`src/rtl/rr_hold_arbiter.sv`:
```
// Round-robin arbiter with a bounded grant hold. A granted requester keeps the
// resource while it requests. It is preempted after MAX_HOLD cycles if another
// requester is waiting. Grants are registered and take one cycle after REQ.
module rr_hold_arbiter #(
  parameter int N        = 4,
  parameter int MAX_HOLD = 4,
  localparam int ID_W    = (N > 1) ? $clog2(N) : 1,
  localparam int CNT_W   = $clog2(MAX_HOLD + 1)
) (
  input  logic            clk,
  input  logic            reset,
  input  logic [N-1:0]    REQ,
  output logic [N-1:0]    GNT,
  output logic [ID_W-1:0] GNT_ID,
  output logic            BUSY,
  output logic            EXPIRE
);

  typedef enum logic {IDLE, GRANT} state_t;

  state_t            state_q, state_d;
  logic [N-1:0]      gnt_q, gnt_d;
  logic [ID_W-1:0]   id_q, id_d;
  logic [ID_W-1:0]   ptr_q, ptr_d;
  logic [CNT_W-1:0]  hold_q, hold_d;
  logic              exp_q, exp_d;
  logic [ID_W-1:0]   nxt;
  logic [N-1:0]      others;

  // Find the first set bit at or after start, wrapping cyclically.
  function automatic logic [ID_W-1:0] search(input logic [N-1:0] r,
                                             input logic [ID_W-1:0] start);
    logic found;
    int   idx;
    search = start;
    found  = 1'b0;
    for (int k = 0; k < N; k++) begin
      idx = (int'(start) + k) % N;
      if (!found && r[idx]) begin
        search = ID_W'(idx);
        found  = 1'b1;
      end
    end
  endfunction

  // Return the index that follows o, wrapping from N-1 to 0.
  function automatic logic [ID_W-1:0] inc_id(input logic [ID_W-1:0] o);
    inc_id = (o == ID_W'(N - 1)) ? '0 : o + ID_W'(1);
  endfunction

  // Choose the next owner, the hold count and the search pointer from the REQ bits sampled at this edge.
  always_comb begin
    state_d = state_q;
    id_d    = id_q;
    ptr_d   = ptr_q;
    hold_d  = hold_q;
    exp_d   = 1'b0;
    nxt     = inc_id(id_q);
    others  = REQ & ~gnt_q;
    case (state_q)
      IDLE: begin
        if (|REQ) begin
          state_d = GRANT;
          id_d    = search(REQ, ptr_q);
          hold_d  = CNT_W'(1);
        end
      end
      GRANT: begin
        if (!REQ[id_q]) begin
          // The owner released. Hand over directly, or go idle if nobody is requesting.
          ptr_d = nxt;
          if (|REQ) begin
            id_d   = search(REQ, nxt);
            hold_d = CNT_W'(1);
          end else begin
            state_d = IDLE;
            id_d    = '0;
            hold_d  = '0;
          end
        end else if (hold_q == CNT_W'(MAX_HOLD)) begin
          // The hold limit is reached. Preempt only when someone else is waiting.
          // Otherwise the count stays saturated.
          if (|others) begin
            ptr_d  = nxt;
            id_d   = search(REQ, nxt);
            hold_d = CNT_W'(1);
            exp_d  = 1'b1;
          end
        end else begin
          hold_d = hold_q + CNT_W'(1);
        end
      end
      default: state_d = IDLE;
    endcase
    gnt_d = (state_d == GRANT) ? (N'(1) << id_d) : '0;
  end

  // Register the state. An asynchronous reset drops the grant at once.
  always_ff @(posedge clk or posedge reset) begin
    if (reset) begin
      state_q <= IDLE;
      gnt_q   <= '0;
      id_q    <= '0;
      ptr_q   <= '0;
      hold_q  <= '0;
      exp_q   <= 1'b0;
    end else begin
      state_q <= state_d;
      gnt_q   <= gnt_d;
      id_q    <= id_d;
      ptr_q   <= ptr_d;
      hold_q  <= hold_d;
      exp_q   <= exp_d;
    end
  end

  assign GNT    = gnt_q;
  assign GNT_ID = id_q;
  assign BUSY   = (state_q == GRANT);
  assign EXPIRE = exp_q;

endmodule

```
`config.mk`:
```
export PLATFORM = sky130hd
export DESIGN_NAME = rr_hold_arbiter
export DESIGN_NICKNAME = d
export VERILOG_FILES = /design/src/rtl/rr_hold_arbiter.sv
export SDC_FILE = /design/constraint.sdc
export NUM_CORES = 1
export LEC_CHECK = 0
export ABC_AREA = 0
export BUFFER_PORTS_ARGS = -buffer_cell sky130_fd_sc_hd__buf_2
export CAP_MARGIN = 20
export CORE_MARGIN = 3
export CORE_UTILIZATION = 50
export DETAILED_ROUTE_END_ITERATION = 10
export PLACE_DENSITY = 0.69
export SYNTH_ARGS = -nofsm -noshare
export SYNTH_HDL_FRONTEND = slang
export SYNTH_SLANG_ARGS = --single-unit
```
`constraint.sdc`:
```
create_clock -name clk -period 2.4 [get_ports clk]
set_clock_uncertainty 0.05 [all_clocks]
set_input_delay 0.12 -clock clk [delete_from_list [all_inputs] [get_ports clk]]
set_output_delay 0.12 -clock clk [all_outputs]
set_load 0.01 [all_outputs]
```
==> results.toml, run 1 <==
[clocking]
cts_tree = "built"
insertion_delay_ns = 0.28
cts_resized = 0
cts_root_buf = "clkbuf_4"
clock-sinks = 13
clkTransAtPathRegs_ns = 0.09
cts_setup_buffers = 0
cts_buffers = 3
h-tree-depth = 1
cts.path.max_buffers = 2
cts_hold_buf = 1

[power]
p_comb_share_pct = 56.2
swShare_pct = 42.4
p_switching_uw = 513
power.internal_uw = 696
power_uw = 1210
power_frac_clock_pct = 11.3
power_frac_seq_pct = 32.5
peakVddDrop_mv = 0.601
leakage_uw = 0.000490
p_per_area_mw_per_mm2 = 1180

[worst_setup_path]
r2r-end = "GNT[3]$_DFF_PP0_"
endpoint = "GNT[3]$_DFF_PP0_"
worstSetupStartpointType = "flip-flop"
cp_slowest_cell = "mux4_2"
rr_worst_depth = 4
worstSetupEndpointType = "flip-flop"
startpoint = "GNT_ID[0]$_DFF_PP0_"
worstPathMaxFanout = 9
crit_chain = "mux4_2 -> a221oi_2 -> o32ai_2 -> a211oi_1"
path_buf_inv = 0
critPathKind = "flip-flop to flip-flop"
cp.depth = 4
cp.arrival_ns = 2.23
r2r_slack_ns = 0.31
critical_path.max_stage_delay_ns = 0.64
path_delay_family = "compound AO/OA/AOI/OAI gates"
rr_startpoint = "GNT_ID[0]$_DFF_PP0_"
required_ns = 2.54

[min_path]
min_from = "REQ[3]"
min_path_type = "primary input to flip-flop"

[synth]
synth_top_area_cell = "dfrtp_1"
synth_cell_types = 39
synth_most_common_cell = "dfrtp_1"
synth_ff_type = "dfrtp_1"
ys_async_sr_fraction_pct = 100
synth-seq-cells = 13
synthesis.area_sq_um = 921
ys_seq_area_share_pct = 35.3
synth_edf_count = 0
syn_nets = 103
synthTopCellsByArea = "dfrtp_1 35%, a21oi_1 4.9%, ha_1 4.1%"
ys_warn_count = 0
synth_top_cell_area_share_pct = 35.3
syn_area_per_cell_sq_um = 9.80
syn_inst = 94
synth_common_cells = "13 x dfrtp_1, 9 x a21oi_1, 8 x inv_1, 8 x nor2_1, 4 x nand2_1"

[die]
die_h_microns = 48.9
core_sq_mm = 0.00161
start_util_pct = 57.1
fp.dieW_microns = 48.9
ios = 14
dieArea_sq_mm = 0.00239
num_rows = 14

[cells_and_area]
final-seq-area_sq_um = 325
drive_gt1_share_pct = 29.4
synthToLayoutAreaGrowth_pct = 11.3
fillers = 148
final_util_pct = 63.6
multiInputGateArea_sq_um = 534
final_nets = 119
n_antenna_cell = 0

[detailed_routing]
vias_per_cell = 6.03
route.detailed.drc = 0
drtPass1Iterations = 4
ant_nets = 0
drt_first_iter_violations = 9
wl_mm = 2.12
wire_per_inst_microns = 15.9
via_count = 802

[global_route]
grt_pass1_vias = 755
grtUsageTotal_pct = 19.5
grt_start_max_net_pins = 14
grt_pass1_wl_mm = 3.66
overflow = 0
antenna_found_initial = 0

[timing]
min_period_over_period_pct = 87.1
layout_min_cycle_time_ns = 2.09
rsz0062_at_grt = "no"
fmax_mhz = 478
relSlewSlack_pct = 54.7
tightest_slew_ns = 0.673
slew_viol_final = 0
setup_ws_ns = 0.309
final_hold_viol_count = 0
fin_tns_setup_ns = 0
setup_viol = 0

[status]
status = "complete, no violations"

[flow_run]
cap_violations = 0

[place]
portBuffers = 13
place_congestion = 0.811
dp_slack_ns = 0.335
post-dp-hpwl_mm = 1.54
-- metrics by stage --
stage                     hold WS (ns)  instances  area (sq um)
final                            0.266        133          1020
after global routing             0.282        133          1020
after detailed placement         0.115        128           988
after floorplan                -0.0530         94           921
after global placement           0.123        128           988
after CTS                        0.249        133          1020
-- worst min-delay path, delay by kind of cell --
family	cells	cell delay, ns
buf+inv	2	0.30
simple gates	1	0.11
-- kinds of logic (layout without fill, tap and decap cells) --
family                     after synthesis  in the layout  share of synthesized area (%)
AOI/OAI and AO/OA                       29             29                           26.5
adders and majority gates                3              3                           4.08
muxes                                    4              4                           5.98
and+or+nand+nor                         33             33                           21.5
DFF                                     13             13                           35.3
buffers and inverters                   12             27                           6.66
-- sequential cells by signal (all words and copies together), names as in the netlist --
signal,count
hold_q,3
ptr_q,2
GNT,4
GNT_ID,2
BUSY,1
EXPIRE,1
-- routing by layer --
layer  wire length, microns  global-route usage, %
met3                    151                   6.73
met2                    969                   29.4
met1                    974                   26.5
met5                      0                      0
met4                     21                   5.21
-- worst min path at each step --
| stage | depth (start not counted) | endpoint | slack (ns) |
|---|---|---|---|
| after floorplan | 1 | BUSY$_DFF_PP0_ | -0.05 |
| after global placement | 2 | hold_q[0]$_DFFE_PP0P_ | 0.12 |
| after detailed placement | 2 | BUSY$_DFF_PP0_ | 0.12 |
| after CTS | 3 | BUSY$_DFF_PP0_ | 0.25 |
| after global routing | 3 | BUSY$_DFF_PP0_ | 0.28 |
| final | 3 | BUSY$_DFF_PP0_ | 0.27 |
-- cell type report --
class	instances	area share [%]
Clock buffer	4	2.56
Tap cell	24	2.93
Timing Repair Buffer	14	7.33
Sequential cell	13	31.7
Multi-Input combinational cell	69	52.1
Inverter	9	3.30
-- power by group through the flow --
stage | clock, uW | sequential (uW) | combinational (uW)
after floorplan | 0 | 398 | 506
after global placement | 0 | 388 | 654
after detailed placement | 0 | 397 | 671
after CTS | 141 | 391 | 680
after global routing | 151 | 404 | 753
final | 137 | 393 | 679
-- layout by cell type, fill, tap and decap left out, types with 2 or more instances in the layout --
cell type,instances
a211oi_1,2
a21oi_1,9
a221oi_2,2
and2_2,3
and2b_1,3
and3_1,2
buf_2,13
clkbuf_4,3
dfrtp_1,13
ha_1,3
inv_1,8
mux2_2,2
nand2_1,4
nand2b_1,2
nand3_1,2
nor2_1,8
nor4_1,3
o21ai_0,2
o22ai_1,2
o31ai_1,2
Power figures use the tool's default switching activity.
==> inputs of run 2 (changes only) <==
ABC_CLOCK_PERIOD_IN_PS = 1900   (was unset)
CORE_UTILIZATION = 49   (was 50)
PLACE_DENSITY = 0.7   (was 0.69)
clock period = 1.9 ns   (was 2.4 ns; I/O delays follow)
==> results.toml, run 2 (synthesis results as in run 1) <==
[timing]
rsz0062_at_grt = "yes"
slew_viol_final = 0
fin_tns_setup_ns = -0.00252
fmax_mhz = 526
setup_viol = 1
relSlewSlack_pct = 66.4
min_period_over_period_pct = 100
tightest_slew_ns = 0.499
layout_min_cycle_time_ns = 1.90
final_hold_viol_count = 0
setup_ws_ns = -0.00252

[worst_setup_path]
r2r_slack_ns = -0.003
rr_startpoint = "GNT_ID[0]$_DFF_PP0_"
worstSetupStartpointType = "flip-flop"
rr_worst_depth = 4
cp.arrival_ns = 2.03
critPathKind = "flip-flop to flip-flop"
required_ns = 2.02
r2r-end = "GNT[0]$_DFF_PP0_"
worstPathMaxFanout = 5
worstSetupEndpointType = "flip-flop"

[clocking]
cts_tree = "built"
clkTransAtPathRegs_ns = 0.08
h-tree-depth = 1
cts_root_buf = "clkbuf_4"
cts_buffers = 3
clock-sinks = 13
insertion_delay_ns = 0.28
cts.path.max_buffers = 2

[die]
die_h_microns = 49.4
fp.dieW_microns = 49.4
dieArea_sq_mm = 0.00244
start_util_pct = 52.8
num_rows = 15
core_sq_mm = 0.00175
ios = 14

[detailed_routing]
ant_nets = 0
drtPass1Iterations = 4
via_count = 810
vias_per_cell = 5.74
route.detailed.drc = 0
drt_first_iter_violations = 20
wire_per_inst_microns = 14.5
wl_mm = 2.04

[cells_and_area]
final_util_pct = 63.4
fillers = 153
stdcell_area_sq_mm = 0.00111
synthToLayoutAreaGrowth_pct = 20.2
final_nets = 126
n_antenna_cell = 0
layout_commonest_cell = "buf_2"
drive_gt1_share_pct = 37.9
mostFrequentLayoutCells = "13 x buf_2, 12 x dfrtp_1, 9 x a21oi_1, 8 x nor2_1, 8 x inv_1"
largest_reg_flops = 4

[global_route]
grt_use_met3_pct = 6.12
grt_pass1_vias = 736
gr-usage-met1_pct = 25.0
overflow = 0
grt_start_max_net_pins = 14
grt_pass1_wl_mm = 3.41
antenna_found_initial = 0
grt_busiest_layer = "met2"
met2_usage_pct = 27.9
grtUsageTotal_pct = 18.2

[power]
p_switching_uw = 683
leakage_uw = 0.000525
power_frac_seq_pct = 28.3
peakVddDrop_mv = 0.863
power.internal_uw = 979
p_comb_share_pct = 61.6
power_uw = 1660
power_frac_clock_pct = 10.1
p_per_area_mw_per_mm2 = 1500
swShare_pct = 41.1

[min_path]
hold_path_depth = 4
worstHoldEndpoint = "GNT[3]$_DFF_PP0_"
min_path_type = "primary input to flip-flop"
min_from = "REQ[3]"

[status]
violations = "negative setup slack"
status = "complete, but fails checks"

[place]
placed_cell_area_sq_mm = 0.00104
post-dp-hpwl_mm = 1.47
place_congestion = 0.862
portBuffers = 13

[flow_run]
cap_violations = 0
==> run 2: changes by cell type in the layout (fill, tap and decap cells not counted), sizes merged <==
cell / delta
buf: +7
==> run 2: worst max path at each step <==
stage / cells after the start / from / end
after floorplan: 4 / GNT_ID[0]$_DFF_PP0_ / GNT[1]$_DFF_PP0_
after global placement: 6 / GNT_ID[0]$_DFF_PP0_ / GNT[3]$_DFF_PP0_
after detailed placement: 6 / GNT_ID[0]$_DFF_PP0_ / GNT[3]$_DFF_PP0_
after CTS: 6 / GNT_ID[0]$_DFF_PP0_ / GNT[3]$_DFF_PP0_
after global routing: 6 / GNT_ID[0]$_DFF_PP0_ / GNT[0]$_DFF_PP0_
final: 4 / GNT_ID[0]$_DFF_PP0_ / GNT[0]$_DFF_PP0_
==> run 2: through the flow <==
step                      std cells  setup slack (ns)  hold slack (ns)
after global placement          135            0.0727           0.0861
after floorplan                  94            0.0279          -0.0781
final                           141          -0.00252            0.302
after global routing            141           -0.0570            0.348
after CTS                       140            0.0479            0.283
after detailed placement        135            0.0486           0.0874
==> run 2: power groups by stage <==
stage / registers (uW) / logic (uW) / clock network (uW)
finish: 470 / 1020 / 168
global route: 485 / 1130 / 183
CTS: 466 / 942 / 176
detailed placement: 473 / 932 / 0
global placement: 468 / 918 / 0
floorplan: 505 / 639 / 0
==> run 2: routing by layer <==
| metal | vias to the layer above | share of wire (%) |
|---|---|---|
| met4 | 0 | 0.44 |
| met5 | - | 0 |
| met3 | 2 | 4.8 |
| met1 | 387 | 46 |
| met2 | 23 | 49 |
| li1 | 398 | - |
==> run 2: critical path: stages, from the launching register on <==
cell      delay [ns]
dfrtp_2         0.39
mux4_2          0.57
a221oi_2        0.41
o32ai_4         0.17
and4_1          0.22
==> run 2: final cells by class <==
type	count	area (sq um)	share of cell area (%)
multi-input combinational	69	562	50.7
inverter	9	33.8	3.05
tap	25	31.3	2.82
timing repair buffer	21	128	11.5
sequential	13	327	29.5
clock buffer	4	26.3	2.37
==> run 2: repair_timing <==
action	CTS	global route
endpoints found under the hold margin	13	0
resized for setup	0	6
setup buffers	0	1
hold buffers	1	0
setup endpoints to repair	0	6
==> inputs of run 3 (changes only) <==
ABC_AREA = 1   (was 0)
CORE_ASPECT_RATIO = 1.75   (was unset)
CORE_UTILIZATION = 50   (was 49)
==> results.toml, run 3 <==
[timing]
setup_ws_ns = -0.149
final_hold_viol_count = 0
setup_viol = 6
fin_tns_setup_ns = -0.579
slew_viol_final = 0
layout_min_cycle_time_ns = 2.05
fmax_mhz = 488
relSlewSlack_pct = 67.4
rsz0062_at_grt = "yes"
min_period_over_period_pct = 108
tightest_slew_ns = 0.488

[detailed_routing]
wire_per_inst_microns = 11.8
drt_first_iter_violations = 37
ant_nets = 0
via_count = 1308
wl_mm = 2.95
vias_per_cell = 5.23
route.detailed.drc = 0
drtPass1Iterations = 4

[cells_and_area]
mostFrequentLayoutCells = "60 x nand2_1, 20 x inv_1, 18 x nand2_2, 17 x nand3_1, 14 x buf_4"
layout_commonest_cell = "nand2_1"
final_util_pct = 70.1
n_antenna_cell = 0
synthToLayoutAreaGrowth_pct = 28.1
final_nets = 236
instances_no_fill = 250
drive_gt1_share_pct = 33.6
largest_reg_flops = 4

[synth]
synth_top_area_cell = "dfrtp_1"
synthesis.area_sq_mm = 0.00120
synth_ff_type = "dfrtp_1"
synth-seq-cells = 13
synth_top_cell_area_share_pct = 27.0
synthTopCellsByArea = "dfrtp_1 27%, nand2_1 22%, nand3_1 8.3%"
ys_seq_area_share_pct = 27.0
syn_area_per_cell_sq_um = 6.24
syn_nets = 202
syn_inst = 193
synth_most_common_cell = "nand2_1"
ys_warn_count = 0
ys_async_sr_fraction_pct = 100
synth_edf_count = 0
synth_cell_types = 25
synth_common_cells = "71 x nand2_1, 21 x inv_1, 20 x nand3_1"

[clocking]
clkTransAtPathRegs_ns = 0.08
cts_root_buf = "clkbuf_4"
h-tree-depth = 1
cts_buffers = 3
cts_tree = "built"
cts.path.max_buffers = 2
clock-sinks = 13
insertion_delay_ns = 0.28

[place]
dp_slack_ns = -0.137
place_congestion = 0.914
post-dp-hpwl_mm = 2.38
portBuffers = 13
dp.cells = 244

[worst_setup_path]
critPathKind = "flip-flop to flip-flop"
required_ns = 2.07
worstSetupEndpointType = "flip-flop"
cp.arrival_ns = 2.22
worstSetupStartpointType = "flip-flop"
worstPathMaxFanout = 5

[global_route]
grtUsageTotal_pct = 21.8
grt_pass1_wl_mm = 5.26
antenna_found_initial = 0
overflow = 0
grt_start_max_net_pins = 14
grt_pass1_vias = 1328

[die]
fp.dieW_microns = 43.1
die_h_microns = 70.9
core_sq_mm = 0.00220
start_util_pct = 54.7
ios = 14
num_rows = 22
dieArea_sq_mm = 0.00306

[status]
status = "complete, but fails checks"
violations = "negative setup slack"

[min_path]
min_path_type = "primary input to flip-flop"

[flow_run]
cap_violations = 0
## run 3: stage by stage
| step | cell area (sq um) | hold slack, ns |
|---|---|---|
| after floorplan | 1230 | -0.0781 |
| after global placement | 1440 | 0.0781 |
| after detailed placement | 1440 | 0.0897 |
| after CTS | 1490 | 0.273 |
| after global routing | 1540 | 0.311 |
| final | 1540 | 0.299 |
## run 3: critical path: stages, from the launching register on
cell and delay [ns]:
dfrtp_2 0.44, ha_4 0.17, nor2_4 0.17, buf_6 0.14, nand2_2 0.04, nand2_1 0.07, nand2_2 0.07, nand2_4 0.12
nand2_4 0.06, nand2_1 0.05, nand2_1 0.05, nand2_1 0.06, nand3_1 0.06, nand2_1 0.08, nand3_2 0.10, nand2_2 0.11
nand2_2 0.06, nor2_2 0.09
## run 3: metal layers
metal | vias up | track usage [%] | routed length (microns)
li1 | 677 | - | -
met1 | 587 | 24.4 | 1170
met2 | 30 | 36.9 | 1520
met3 | 14 | 3.31 | 113
met4 | 0 | 14.1 | 143
met5 | - | 0 | 0
## run 3: final cells by class
type,instances,area [sq um]
Clock buffer,3,22.5
Clock inverter,1,5.00
Fill cell,208,658
Inverter,26,97.6
Multi-Input combinational cell,151,828
Sequential cell,13,327
Tap cell,24,30.0
Timing Repair Buffer,32,234
## run 3: worst paths after layout
kind	endpoint	slack (ns)	cells after the start	start
worst max-delay path	GNT[1]$_DFF_PP0_	-0.15	17	GNT_ID[0]$_DFF_PP0_
worst max register to register	GNT[1]$_DFF_PP0_	-0.15	17	GNT_ID[0]$_DFF_PP0_
worst min register to register	hold_q[1]$_DFFE_PP0P_	0.50	2	hold_q[1]$_DFFE_PP0P_
worst min-delay path	BUSY$_DFF_PP0_	0.30	4	REQ[1]
min in group asynchronous	ptr_q[1]$_DFFE_PP0P_	0.32	3	reset
max in group asynchronous	GNT_ID[0]$_DFF_PP0_	1.13	3	reset
## run 3: cells by family after synthesis
| family | synth area share, % |
|---|---|
| compound gates | 11.6 |
| xor+xnor | 2.18 |
| fa+ha+maj | 3.12 |
| buf+inv | 10.1 |
| flops | 27.0 |
| simple gates | 46.0 |
## run 3: timing repair
item,in CTS,in global routing
hold buffers,1,0
pin swaps,1,4
endpoints found under the setup margin,5,8
gates resized for setup,3,18
endpoints found under the hold margin,13,0
buffers inserted,1,0
Power of run 3 is not shown: default switching activity piles up to over one toggle a cycle in this logic, so the estimate is an artifact.
